<file path="config.mk">
export PLATFORM = sky130hd
export DESIGN_NAME = round_key_sequencer
export DESIGN_NICKNAME = d
export VERILOG_FILES = /design/src/rtl/round_key_sequencer.sv
export SDC_FILE = /design/constraint.sdc
export NUM_CORES = 2
export LEC_CHECK = 0
export CAP_MARGIN = 40
export CELL_PAD_IN_SITES_DETAIL_PLACEMENT = 1
export CELL_PAD_IN_SITES_GLOBAL_PLACEMENT = 2
export CORE_AREA = 2 2 595 597
export CTS_CLUSTER_SIZE = 16
export DETAILED_ROUTE_END_ITERATION = 16
export DIE_AREA = 0 0 597 599
export MAX_ROUTING_LAYER = met4
export PLACE_DENSITY = 0.61
export RECOVER_POWER = 25
export SKIP_CTS_REPAIR_TIMING = 1
export SLEW_MARGIN = 20
export SYNTH_ARGS = -nofsm -noshare
export SYNTH_HDL_FRONTEND = slang
export SYNTH_SLANG_ARGS = --single-unit
</file>
<file path="constraint.sdc">
create_clock -name clk -period 2.95 [get_ports clk]
set_input_delay 0.59 -clock clk [delete_from_list [all_inputs] [get_ports clk]]
set_output_delay 0.59 -clock clk [all_outputs]
set_load 0.005 [all_outputs]
</file>
<file path="src/rtl/round_key_sequencer.sv">
// AES-128 round-key sequencer. It waits a programmable settle delay after start,
// snapshots the eleven expanded round keys, and then issues them one per ready/valid handshake.
module round_key_sequencer #(
    parameter int SETTLE_CYCLES = 2,
    parameter int NUM_ROUNDS    = 10
) (
    input  logic         clk,
    input  logic         rst_n,
    input  logic [127:0] i_Key_S0,
    input  logic [127:0] i_Key_S1,
    input  logic [127:0] i_Key_S2,
    input  logic [127:0] i_Key_S3,
    input  logic [127:0] i_Key_S4,
    input  logic [127:0] i_Key_S5,
    input  logic [127:0] i_Key_S6,
    input  logic [127:0] i_Key_S7,
    input  logic [127:0] i_Key_S8,
    input  logic [127:0] i_Key_S9,
    input  logic [127:0] i_Key_S10,
    input  logic         i_Start,
    input  logic         i_Decrypt,
    input  logic         i_Ready,
    output logic [127:0] o_Round_Key,
    output logic [3:0]   o_Round_Idx,
    output logic         o_Valid,
    output logic         o_Last,
    output logic         o_Busy,
    output logic         o_Done
);

    localparam logic [3:0] LP_LAST_IDX    = 4'(NUM_ROUNDS);
    localparam logic [3:0] LP_SETTLE_LOAD = 4'(SETTLE_CYCLES - 1);

    typedef enum logic [1:0] {
        ST_IDLE   = 2'd0,
        ST_SETTLE = 2'd1,
        ST_ISSUE  = 2'd2,
        ST_DONE   = 2'd3
    } state_t;

    state_t       r_state, w_state_nxt;
    logic [3:0]   r_cnt, w_cnt_nxt;
    logic         r_dec, w_dec_nxt;
    logic [3:0]   r_idx, w_idx_nxt;
    logic [127:0] r_key, w_key_nxt;
    logic         r_valid, w_valid_nxt;
    logic         r_last, w_last_nxt;
    logic         r_busy, w_busy_nxt;
    logic         r_done, w_done_nxt;
    logic         w_capture;
    logic [3:0]   w_idx_step;
    logic         w_last_step;
    logic [127:0] w_key_in [0:NUM_ROUNDS];
    logic [127:0] r_bank   [0:NUM_ROUNDS];

    assign w_key_in[0]  = i_Key_S0;
    assign w_key_in[1]  = i_Key_S1;
    assign w_key_in[2]  = i_Key_S2;
    assign w_key_in[3]  = i_Key_S3;
    assign w_key_in[4]  = i_Key_S4;
    assign w_key_in[5]  = i_Key_S5;
    assign w_key_in[6]  = i_Key_S6;
    assign w_key_in[7]  = i_Key_S7;
    assign w_key_in[8]  = i_Key_S8;
    assign w_key_in[9]  = i_Key_S9;
    assign w_key_in[10] = i_Key_S10;

    // Only evaluated on a non-last key, so the step never runs past 0 or NUM_ROUNDS.
    assign w_idx_step  = r_dec ? (r_idx - 4'd1) : (r_idx + 4'd1);
    assign w_last_step = r_dec ? (w_idx_step == 4'd0) : (w_idx_step == LP_LAST_IDX);

    // Next-state and next-output logic for the sequencer FSM.
    always_comb begin
        w_state_nxt = r_state;
        w_cnt_nxt   = r_cnt;
        w_dec_nxt   = r_dec;
        w_idx_nxt   = r_idx;
        w_key_nxt   = r_key;
        w_valid_nxt = r_valid;
        w_last_nxt  = r_last;
        w_busy_nxt  = r_busy;
        w_done_nxt  = 1'b0;
        w_capture   = 1'b0;
        case (r_state)
            ST_IDLE: begin
                if (i_Start) begin
                    w_state_nxt = ST_SETTLE;
                    w_cnt_nxt   = LP_SETTLE_LOAD;
                    w_dec_nxt   = i_Decrypt;
                    w_busy_nxt  = 1'b1;
                end else begin
                    w_state_nxt = ST_IDLE;
                end
            end
            ST_SETTLE: begin
                if (r_cnt == 4'd0) begin
                    // The first key comes straight from the inputs on the same edge the bank captures them.
                    w_capture   = 1'b1;
                    w_state_nxt = ST_ISSUE;
                    w_idx_nxt   = r_dec ? LP_LAST_IDX : 4'd0;
                    w_key_nxt   = r_dec ? w_key_in[LP_LAST_IDX] : w_key_in[0];
                    w_valid_nxt = 1'b1;
                    w_last_nxt  = 1'b0;
                end else begin
                    w_cnt_nxt = r_cnt - 4'd1;
                end
            end
            ST_ISSUE: begin
                if (r_valid && i_Ready) begin
                    if (r_last) begin
                        w_state_nxt = ST_DONE;
                        w_idx_nxt   = 4'd0;
                        w_key_nxt   = 128'd0;
                        w_valid_nxt = 1'b0;
                        w_last_nxt  = 1'b0;
                        w_busy_nxt  = 1'b0;
                        w_done_nxt  = 1'b1;
                    end else begin
                        w_idx_nxt  = w_idx_step;
                        w_key_nxt  = r_bank[w_idx_step];
                        w_last_nxt = w_last_step;
                    end
                end else begin
                    w_state_nxt = ST_ISSUE;
                end
            end
            ST_DONE: begin
                w_state_nxt = ST_IDLE;
            end
            default: begin
                w_state_nxt = ST_IDLE;
                w_cnt_nxt   = 4'd0;
                w_idx_nxt   = 4'd0;
                w_key_nxt   = 128'd0;
                w_valid_nxt = 1'b0;
                w_last_nxt  = 1'b0;
                w_busy_nxt  = 1'b0;
            end
        endcase
    end

    // State and registered-output update.
    always_ff @(posedge clk or negedge rst_n) begin
        if (!rst_n) begin
            r_state <= ST_IDLE;
            r_cnt   <= 4'd0;
            r_dec   <= 1'b0;
            r_idx   <= 4'd0;
            r_key   <= 128'd0;
            r_valid <= 1'b0;
            r_last  <= 1'b0;
            r_busy  <= 1'b0;
            r_done  <= 1'b0;
        end else begin
            r_state <= w_state_nxt;
            r_cnt   <= w_cnt_nxt;
            r_dec   <= w_dec_nxt;
            r_idx   <= w_idx_nxt;
            r_key   <= w_key_nxt;
            r_valid <= w_valid_nxt;
            r_last  <= w_last_nxt;
            r_busy  <= w_busy_nxt;
            r_done  <= w_done_nxt;
        end
    end

    // Round-key bank snapshot taken at the end of the settle delay.
    always_ff @(posedge clk or negedge rst_n) begin
        if (!rst_n) begin
            for (int i = 0; i <= NUM_ROUNDS; i++) begin
                r_bank[i] <= 128'd0;
            end
        end else if (w_capture) begin
            for (int i = 0; i <= NUM_ROUNDS; i++) begin
                r_bank[i] <= w_key_in[i];
            end
        end else begin
            for (int i = 0; i <= NUM_ROUNDS; i++) begin
                r_bank[i] <= r_bank[i];
            end
        end
    end

    assign o_Round_Key = r_key;
    assign o_Round_Idx = r_idx;
    assign o_Valid     = r_valid;
    assign o_Last      = r_last;
    assign o_Busy      = r_busy;
    assign o_Done      = r_done;

endmodule
</file>
==> out/results.txt <==
Status = finished, violations left
Failing checks = capacitance limit, slew limit
Setup tns final = 0 ps
Worst path required time = 3640 ps
Leak = 46.6 nW
DR iter-0 viols = 4399
Synth Area in Compound Gates = 4.53%
Clk pwr share = 20.4%
Hold Violations, Final = 0
Final setup viols = 0
Critical path fanouts, max = 21
Clock skew = 59.0 ps
Clk slew on worst S/H paths = 60 ps
Starting Density = 20.4%
Largest net degree at the start of global routing = 135
Slew at the pin closest to its max-slew limit = 1680 ps
Switch Pwr = 50.3 mW
Synthesized area = 71600 sq um
DP Area = 93800 sq um
Vias in the first global route = 68.4k
Synth area leaders = dfrtp_1 54%, nand2_1 22%, mux4_2 8.0%
Clk_lat worst skew = 850 ps
First-pass GRT wire length = 537000 microns
Worst setup SP type = flop
CTS tree = built
Seq/Total Area, Yosys = 54.2%
Synth Area in XOR/XNOR = 0.0472%
Drt total wl = 386000 microns
PortBufs = 1548
Endpoint class of the critical path = flop
H-tree Lvls = 4
DP HPWL = 304000 microns
Post-Syn Nets = 9070
Initial antenna violation count = 85
Post-synthesis cell type count = 46
Design area = 100000 sq um
Pwr dens = 1210 nW/um^2
Detail Route Antenna Nets = 0
YS warnings = 0
Fill cells = 40.2k
Area leader, netlist = dfrtp_1
Relative slew slack = -11.9%
Max rail drop VDD = 0.792 mV
Tot GR Track Use = 21.7%
Period minus WS final = 2880 ps
Commonest non-fill, non-tap cells in the layout = 4231 x nand2_1, 1548 x dfrtp_1, 1545 x clkdlybuf4s50_1, 374 x mux2i_1, 255 x mux4_2
Layout cells sized above 1 = 10.5%
Most common cell after layout, fill and taps aside = nand2_1
WP data arrival = 3570 ps
Syn Inst Count = 7648
Adder-cell share of the synthesized area = 0.168%
WL/cell = 27.7 microns
Top-area cell type share of the netlist area = 54.2%
RSZ-0062 raised after global routing = false
Max frequency = 347 MHz
GRT Residual Overflow = 0
Final routed DRC violation total = 0
Main combinational cell family by area after synthesis = simple AND/OR/NAND/NOR gates
Via count = 62.8k
Clock sink total = 1551
Die X = 597 microns
Switching Share = 41.6%
Gate power share = 46.4%
Worst Hold Class = input port to flop
Flop pwr share = 33.2%
Placer Congestion = 0.892
Synth Area in Simple Gates = 24.1%
Area grow syn2layout = 40.0%
Max Cap Viol = 1
Root Driver = clkbuf_16
Crit Path Class = flop to flop
CORE AREA = 351000 sq um
Avg Cell Area, Syn = 9.36 sq um
Synth Register Bits = 1551
Max clock buf depth = 4
CTS Buf Count = 192
Final nets = 10.6k
Drt pass-1 iters = 5
Fin. max-slew vios = 47
Die Height = 599 microns
Final worst-path cycle share = 97.7%
Site Rows = 218
Mux cell area share after synthesis = 13.5%
Vias per cell = 4.49
Top Ports = 1549
Pint = 70.7 mW
Die area = 358000 sq um
==> metal layers <==
metal | GRT usage, % | wire length (microns) | vias to the layer above
met5 | - | 0 | -
met4 | 7.31 | 14400 | 0
met3 | 3.60 | 20100 | 465
met2 | 35.6 | 187000 | 2003
met1 | 27.0 | 165000 | 32318
li1 | - | - | 27988
==> layout make-up <==
type | count | area [sq um] | area share, %
Sequential cell | 1551 | 38800 | 38.7
Multi-Input combinational cell | 5566 | 30400 | 30.3
Timing Repair Buffer | 1843 | 18700 | 18.6
Tap cell | 4620 | 5780 | 5.76
Clock buffer | 279 | 5640 | 5.62
Clock inverter | 61 | 816 | 0.813
Antenna cell | 46 | 115 | 0.115
Inverter | 9 | 38.8 | 0.0387
==> critical path: stages (launching register included) <==
cell and delay (ps):
dfrtp_4 520, fa_4 1110, buf_12 210, buf_4 350, mux2i_1 350, o221ai_1 170
==> cell usage after synthesis, drive strengths merged <==
cell type and number:
a211oi 1, a21bo 1, a21o 1, a21oi 247, a222oi 1, a22o 2
a22oi 15, a31o 1, a31oi 1, a32o 1, and2 2, and3 1
buf 277, clkbuf 246, dfrtp 1551, fa 1, ha 8, inv 9
mux2 17, mux2i 374, mux4 255, nand2 4232, nand2b 3, nand3 8
nand4 1, nand4b 1, nor2 130, nor2b 1, nor3 1, nor3b 1
nor4 115, nor4bb 1, o21ai 8, o221ai 128, o22ai 1, o2bb2ai 1
or3b 1, xnor2 1, xor2 2
==> logic make-up after synthesis <==
group	Yosys count
mux	646
buf+inv	532
compound gates	409
simple gates	4498
flops	1551
xor+xnor	3
fa+ha+maj	9
==> final timing paths <==
kind | startpoint | to | slack, ps | depth (start not counted)
max | o_Round_Idx[0] | o_Round_Key[54] | 70 | 5
min | i_Key_S6[3] | r_bank[515] | 270 | 3
max in group asynchronous | rst_n | r_bank[1199] | 290 | 3
min in group asynchronous | rst_n | r_bank[672] | 810 | 2
max reg2reg | o_Round_Idx[0] | o_Round_Key[54] | 70 | 5
min reg2reg | r_bank[1188] | r_bank[1188] | 470 | 2
==> state kept, by name, summed over array words and instances (netlist names) <==
register / cells
o_Busy: 1
r_dec: 1
o_Done: 1
r_bank: 1408
o_Valid: 1
r_cnt: 4
o_Round_Key: 128
o_Round_Idx: 4
o_Last: 1
r_state: 2
==> power groups by stage <==
stage | Combinational (mW) | Sequential [mW] | Clock, mW
2_1_floorplan | 36.0 | 35.8 | 0
3_3_place_gp | 55.4 | 40.5 | 0
3_5_place_dp | 56.8 | 40.4 | 0
4_1_cts | 57.1 | 40.2 | 25.4
5_1_grt | 61.7 | 41.1 | 26.1
6_report | 56.2 | 40.2 | 24.7
==> per-stage QoR <==
step	util [%]	cells	power, mW	hold slack (ps)	worst slack, ps
6_report	28.5	13975	121	268	68.8
5_1_grt	28.5	13971	129	212	0.0606
4_1_cts	28.5	13924	123	-321	-94.4
3_5_place_dp	26.7	13584	97.2	461	64.9
3_3_place_gp	26.7	13584	95.9	453	133
2_1_floorplan	-	7648	71.8	294	613
Note: power is estimated with default switching activity, not from simulation.
